--- src/rtl/fetch_sequencer.sv ---
// Instruction-fetch sequencer: requests words at the current PC, presents each
// fetched word to the decoder over valid/ready, and steers the external PC
// register through one-cycle increment and load strobes.
module fetch_sequencer #(
    parameter int unsigned ADDR_WIDTH     = 32,
    parameter int unsigned DATA_WIDTH     = 32,
    parameter int unsigned TIMEOUT_CYCLES = 255
) (
    input  logic                  clk,
    input  logic                  reset,
    input  logic [ADDR_WIDTH-1:0] pc_value,
    output logic                  pc_inc,
    output logic                  pc_load,
    output logic [ADDR_WIDTH-1:0] pc_load_value,
    output logic                  imem_req,
    output logic [ADDR_WIDTH-1:0] imem_addr,
    input  logic                  imem_ack,
    input  logic [DATA_WIDTH-1:0] imem_rdata,
    output logic                  instr_valid,
    input  logic                  instr_ready,
    output logic [DATA_WIDTH-1:0] instr_data,
    output logic [ADDR_WIDTH-1:0] instr_pc,
    input  logic                  redirect_valid,
    input  logic [ADDR_WIDTH-1:0] redirect_target,
    input  logic                  halt,
    output logic                  busy,
    output logic                  fetch_error
);

    localparam int unsigned CNT_W = (TIMEOUT_CYCLES < 2) ? 1 : $clog2(TIMEOUT_CYCLES + 1);
    // Value the counter holds during the last permitted wait cycle.
    localparam logic [CNT_W-1:0] CNT_LAST =
        CNT_W'((TIMEOUT_CYCLES == 0) ? 0 : TIMEOUT_CYCLES - 1);

    typedef enum logic [2:0] {
        S_IDLE,
        S_REQ,
        S_HOLD,
        S_ADVANCE,
        S_REDIRECT,
        S_HALTED,
        S_ERROR
    } state_t;

    state_t                state_q, state_d;
    logic                  redirect_pend_q, redirect_pend_d;
    logic [ADDR_WIDTH-1:0] redirect_target_q, redirect_target_d;
    logic [CNT_W-1:0]      timeout_cnt_q, timeout_cnt_d;
    logic [DATA_WIDTH-1:0] instr_data_q, instr_data_d;
    logic [ADDR_WIDTH-1:0] instr_pc_q, instr_pc_d;

    // State register and datapath flops; reset wins over every state.
    always_ff @(posedge clk) begin
        // NOTE: non-blocking assignments so every flop samples pre-edge values.
        if (reset) begin
            state_q           <= S_IDLE;
            redirect_pend_q   <= 1'b0;
            redirect_target_q <= '0;
            timeout_cnt_q     <= '0;
            instr_data_q      <= '0;
            instr_pc_q        <= '0;
        end else begin
            state_q           <= state_d;
            redirect_pend_q   <= redirect_pend_d;
            redirect_target_q <= redirect_target_d;
            timeout_cnt_q     <= timeout_cnt_d;
            instr_data_q      <= instr_data_d;
            instr_pc_q        <= instr_pc_d;
        end
    end

    // Next-state logic and Moore-style strobes decoded from the current state.
    always_comb begin
        // NOTE: every signal gets a default first so no path infers a latch.
        state_d           = state_q;
        redirect_pend_d   = redirect_pend_q;
        redirect_target_d = redirect_target_q;
        timeout_cnt_d     = timeout_cnt_q;
        instr_data_d      = instr_data_q;
        instr_pc_d        = instr_pc_q;
        pc_inc            = 1'b0;
        pc_load           = 1'b0;
        pc_load_value     = '0;
        imem_req          = 1'b0;
        imem_addr         = '0;
        instr_valid       = 1'b0;
        busy              = 1'b0;
        fetch_error       = 1'b0;

        case (state_q)
            S_IDLE: begin
                state_d = halt ? S_HALTED : S_REQ;
            end
            S_REQ: begin
                imem_req  = 1'b1;
                imem_addr = pc_value;
                busy      = 1'b1;
                if (redirect_valid) begin
                    redirect_target_d = redirect_target;
                end
                if (imem_ack) begin
                    instr_data_d  = imem_rdata;
                    instr_pc_d    = pc_value;
                    timeout_cnt_d = '0;
                    // A redirect seen during the request makes this word stale.
                    state_d = (redirect_pend_q || redirect_valid) ? S_REDIRECT : S_HOLD;
                end else begin
                    if (redirect_valid) begin
                        redirect_pend_d = 1'b1;
                    end
                    if (TIMEOUT_CYCLES != 0) begin
                        if (timeout_cnt_q == CNT_LAST) begin
                            state_d = S_ERROR;
                        end else begin
                            timeout_cnt_d = timeout_cnt_q + 1'b1;
                        end
                    end
                end
            end
            S_HOLD: begin
                instr_valid = 1'b1;
                busy        = 1'b1;
                if (redirect_valid) begin
                    redirect_target_d = redirect_target;
                    state_d           = S_REDIRECT;
                end else if (instr_ready) begin
                    state_d = S_ADVANCE;
                end
            end
            S_ADVANCE: begin
                pc_inc = 1'b1;
                busy   = 1'b1;
                if (redirect_valid) begin
                    redirect_target_d = redirect_target;
                    state_d           = S_REDIRECT;
                end else if (halt) begin
                    state_d = S_HALTED;
                end else begin
                    state_d = S_REQ;
                end
            end
            S_REDIRECT: begin
                pc_load         = 1'b1;
                pc_load_value   = redirect_target_q;
                busy            = 1'b1;
                redirect_pend_d = 1'b0;
                state_d         = halt ? S_HALTED : S_REQ;
            end
            S_HALTED: begin
                if (redirect_valid) begin
                    redirect_target_d = redirect_target;
                    state_d           = S_REDIRECT;
                end else if (!halt) begin
                    state_d = S_REQ;
                end
            end
            S_ERROR: begin
                fetch_error = 1'b1;
            end
            default: begin
                state_d = S_IDLE;
            end
        endcase
    end

    assign instr_data = instr_data_q;
    assign instr_pc   = instr_pc_q;

endmodule

--- config.mk ---
export PLATFORM = sky130hd
export DESIGN_NAME = fetch_sequencer
export DESIGN_NICKNAME = d
export VERILOG_FILES = /design/src/rtl/fetch_sequencer.sv
export SDC_FILE = /design/constraint.sdc
export NUM_CORES = 1
export LEC_CHECK = 0
export ABC_AREA = 1
export BUFFER_PORTS_ARGS = -buffer_cell sky130_fd_sc_hd__buf_2
export CAP_MARGIN = 40
export CORE_UTILIZATION = 45
export DETAILED_ROUTE_END_ITERATION = 8
export PLACE_DENSITY_LB_ADDON = 0.3
export SYNTH_ARGS = -nofsm -noshare
export SYNTH_HDL_FRONTEND = slang
export SYNTH_SLANG_ARGS = --single-unit
--- constraint.sdc ---
create_clock -name clk -period 1.45 [get_ports clk]
set_input_delay 0.145 -clock clk [delete_from_list [all_inputs] [get_ports clk]]
set_output_delay 0.145 -clock clk [all_outputs]
set_load 0.02 [all_outputs]
# --- Word-level counts from Yosys, hierarchy flattened ---
# Index checks and enable logic that the tools add are counted.
word_totals:
  register_bits: 108
  latch_bits: 0
  ramBits: 0
  rom_bits: 0
  in_bits: 102
  out_inout_bits: 134
  wordCells: 55
  n_memories: 0
classes:
  add_sub_neg: 1
  n_mul: 0
  div: 0
  n_lt_le_gt_ge: 0
  eq_ne: 13
  shift: 0
  muxes: 23
  bitwise_logic: 1
  n_reduce_logical: 11
ops:
  columns: ["operator", "n"]
  rows:
  - ["32-bit 2-to-1 mux", 2]
  - ["3-bit 2-to-1 mux", 9]
  - ["3-bit one-hot mux with 6 select lines", 1]
  - ["8-bit 2-to-1 mux", 2]
  - ["3-bit equality test (second input constant)", 3]
  - ["3-bit != test (second input constant)", 3]
  - ["8-bit by 1-bit adder with 8-bit output (second input constant)", 1]
  - ["8-bit equality test (second input constant)", 1]
  - ["1-bit 2-to-1 mux", 8]
  - ["4-bit OR reduction", 2]
  - ["3-bit by 2-bit equality test with 1-bit output (second input constant)", 2]
  - ["2-bit != test (second input constant)", 3]
  - ["2-bit AND reduction", 3]
  - ["4-bit AND reduction", 1]
  - ["3-bit by 1-bit equality test with 1-bit output (second input constant)", 1]
  - ["3-bit zero test", 1]
  - ["3-bit AND reduction", 1]
  - ["1-bit one-hot mux with 2 select lines", 1]
  - ["2-bit nonzero test", 1]
  - ["2-bit OR reduction", 1]
  - ["1-bit logical OR", 1]
  - ["1-bit inverter", 1]

# --- Depth between registers and ports, before layout ---
logic_depth:
  word_depth: 4
  ltp_mapped: 9
  depth_no_buf: 9

# --- Least setup slack after synthesis ---
# Ideal clock, no wire load.
synth_timing:
  path_kind: "reg2out"
  startpoint: "register state_q[0]"
  endpoint: "output port pc_load_value[22]"
  arrival_ns: 1.175
  required_ns: 1.305
  setup_slack_ns: 0.130
  path_stages_with_launch: 6
  n_path_buf: 2
  cell_sequence: "dfxtp_1 buf_4 nor2_2 nand2_1 clkbuf_1 nor2_1"
synth_via:
  elab_chain_len: 2
synth_rtl:
  columns: ["element", "line", "text"]
  rows:
  - ["start, declared", "45", "state_t state_q, state_d;"]
  - ["start signal, assigned", "63", "state_q <= state_d;"]
  - ["3-bit equality test", "90", "case (state_q)"]
  - ["32-bit 2-to-1 mux", "90", null]
  - ["end, declared", "14", "output logic [ADDR_WIDTH-1:0] pc_load_value,"]
# Every way passes these cells.

# --- Worst setup path after layout ---
layout_timing:
  startpoint: "register state_q[1]"
  endpoint: "register instr_pc_q[19], in the netlist instr_pc[19]"
layout_via:
  elab_chain_len: 2
layout_rtl:
  columns: ["element", "line", "text"]
  rows:
  - ["3-bit by 1-bit equality test with 1-bit output", "90", null]
  - ["2-bit AND reduction (no line)", null, null]
  - ["end signal, assigned", "68", "instr_pc_q <= instr_pc_d;"]
  - ["end, declared", "50", "logic [ADDR_WIDTH-1:0] instr_pc_q, instr_pc_d;"]
# Every way passes these cells.
# A chain may end at the register's enable or synchronous reset.

==> impl_metrics.tcl <==
set metrics [dict create \
    worstSkewPairLatency_ps 370 \
    die_y_um 104 \
    row_count 36 \
    yosys_warnings 0 \
    drt_wl_total_mm 17.0 \
    period_minus_slack_ps 1650 \
    num_vias 5395 \
    grt-ovfl-total 0 \
    rsz0062_at_grt "yes" \
    status "complete, but fails checks" \
    htreeDepth 3 \
    finalSetupViolations 124 \
    utilization_pct 80.0 \
    critical_path.startpoint "state_q[1]" \
    cts.sinks 108 \
    cp_cell_sequence "inv_4, nand3_4, buf_6, nor2_8, buf_12, buf_12, clkbuf_16, nor2_2, a211oi_2" \
    io_pins 236 \
    power_mw 14.5 \
    required_ps 1720 \
    max_stage_delay_ps 380 \
    syn_nets 726 \
    hold_class "in -> reg" \
    routedWlPerCell_um 16.4 \
    grt_max_degree 65 \
    grt.total_usage_pct 25.3 \
    ys_seq_area_share_pct 46.1 \
    cp-end-kind "register" \
    max_cap_violations 0 \
    die_area_sq_um 10800 \
    crit_top_cell "buf_12" \
    area_delta_synth_final_pct 69.8 \
    vias_per_cell 5.19 \
    worst_pin_slew_ps 412 \
    place_hpwl_mm 8.69 \
    finalMaxSlewViolations 0 \
    fmax_mhz 607 \
    avgSynthCellArea_sq_um 7.54 \
    drt_iter0_drc 301 \
    netlist_area_sq_um 4690 \
    endpoint "instr_pc[19]" \
    final_layout_size_suffix_gt1_share_pct 52.1 \
    crit_slowest_cell "dfxtp_4" \
    antennaDiodeCount 0 \
    finalHoldViolations 2 \
    ys_seq_elements 108 \
    period_share_pct 114 \
    synth_enable_flop_cells 0 \
    cp.arrival_ps 1920 \
    reg2reg_to "instr_pc[19]" \
    drc_errors 0 \
    firstDrtPassIters 4 \
    ant_nets 0 \
    rr_startpoint "state_q[1]" \
    start_util_pct 47.1 \
    synthTopCellsByArea "dfxtp_1 46%, nor2_1 14%, a211oi_2 8.5%" \
    io_buffers 235 \
    core_area_sq_um 9950 \
    antenna_found_initial 0 \
    netlist_instances 622 \
    setup_slack_ps -197 \
    slew_headroom_pct 72.5 \
    powerDensity_nw_per_um2 1820 \
    cts_max_path_buffers 2 \
    grt_pass1_vias 4952 \
    critPathKind "reg -> reg" \
    nets 1006 \
    synth-main-ff-cell "dfxtp_1" \
    numCtsBuffers 9 \
    rrSetupSlack_ps -200 \
    grt_pass1_wl_mm 22.6 \
    violations "hold timing, setup timing" \
    reg2regPathDepth 9 \
    path_clk_slew_ps 110 \
    vdd_drop_max_v 0.000956 \
    synthArstFlopShare_pct 0 \
    netlist.area_leader.share_pct 46.1 \
    cp_max_fo 6 \
    leakage_nw 3.65 \
    cts_root_buf "clkbuf_8" \
    post_synth_num_cell_types 27 \
    place.gp.congestion 0.812 \
    hold_ws_ps -2.96 \
    finClkSkew_ps 11.3 \
    hp-start "imem_rdata[24]" \
    worstSetupStartpointType "register" \
    cts_tree "built" \
    synth_largest_area_cell "dfxtp_1" \
    die_w_um 104 \
]
## cells in the mapped netlist, types with 4 or more instances
library cell and number:
nand3_1 10, buf_6 4, dfxtp_1 108, a21oi_1 41, o21ai_0 73, inv_1 82
clkbuf_1 11, nand2_1 39, nor2_1 180, buf_2 11, buf_1 5, buf_4 4
a211oi_2 32
## final cells by class
cell class / instances / area, sq um
Tap cell: 133 / 166
Inverter: 85 / 334
Clock buffer: 13 / 159
Clock inverter: 3 / 68.8
Multi-Input combinational cell: 391 / 2530
Timing Repair Buffer: 307 / 2530
Sequential cell: 108 / 2170
Fill cell: 602 / 1990
## per-stage QoR
step / cell area, sq um / std cells / setup slack, ps / hold slack [ps] / setup TNS (ps)
global placement: 6020 / 967 / 131 / 366 / 0
floorplan: 4690 / 622 / 130 / 280 / 0
global route: 7960 / 1040 / -246 / 2.95 / -17860
detailed placement: 6020 / 967 / 71.3 / 373 / 0
CTS: 7020 / 1017 / -110 / 2.14 / -5200
finish: 7960 / 1040 / -197 / -2.96 / -10190
## layout by cell type, fill, tap and decap left out, types with 11 or more instances in the layout
cell,count
nand2_1,33
nor2_2,71
nor2_1,83
o21ai_1,16
buf_4,47
buf_12,13
dlygate4sd3_1,24
buf_2,165
o21ai_2,16
o21ai_0,38
nor2_4,30
a21oi_1,38
a211oi_2,32
inv_1,80
clkbuf_8,11
buf_6,42
dfxtp_1,104
## timing repair
action | CTS | global route
resized for setup | 146 | 195
gates cloned | 3 | 13
hold buffers | 23 | 1
buffers inserted | 8 | 9
pin swaps | 1 | 22
setup endpoints to repair | 69 | 144
endpoints found under the hold margin | 23 | 1
## worst max-delay path, delay by kind of cell, from the launching register on
kind	cells	cell delay, ps
AND/OR/NAND/NOR	3	320
flip-flops	1	380
buffers and inverters	5	670
AO/OA/AOI/OAI	1	190
## worst min path at each step
| stage | endpoint | slack (ps) | depth (start not counted) |
|---|---|---|---|
| after global routing | instr_data[24] | 3 | 3 |
| after global placement | instr_data[31] | 370 | 3 |
| after CTS | instr_data[25] | 2 | 3 |
| after floorplan | instr_data[22] | 280 | 2 |
| after detailed placement | instr_data[19] | 370 | 3 |
| final | instr_data[24] | -3 | 3 |
## routing by layer
layer / share of wire [%] / GRT usage, % / vias up
met1: 38 / 28.3 / 2560
met2: 53 / 45.5 / 240
li1: - / - / 2534
met3: 6.0 / 5.14 / 61
met4: 3.8 / 12.3 / 0
met5: 0 / 0 / -
## state kept, by name (all words and copies together) (netlist names)
signal and cells:
instr_data 32, instr_pc 32, redirect_pend_q 1, redirect_target_q 32
state_q 3, timeout_cnt_q 8
## kinds of logic after synthesis
kind of cell               synth area share (%)
AOI/OAI and AO/OA                          21.0
and+or+nand+nor                            21.0
DFF                                        46.1
adders and majority gates                 0.533
xor gates and xnor gates                  0.187
buffers and inverters                      11.2
## power by group
group / switching [mW] / total [mW] / leakage (nW) / internal (mW)
Sequential: 0.473 / 4.27 / 0.886 / 3.80
Clock: 1.05 / 2.12 / 0.114 / 1.08
Combinational: 4.66 / 8.08 / 2.65 / 3.42
(Power assumes the default switching activity.)
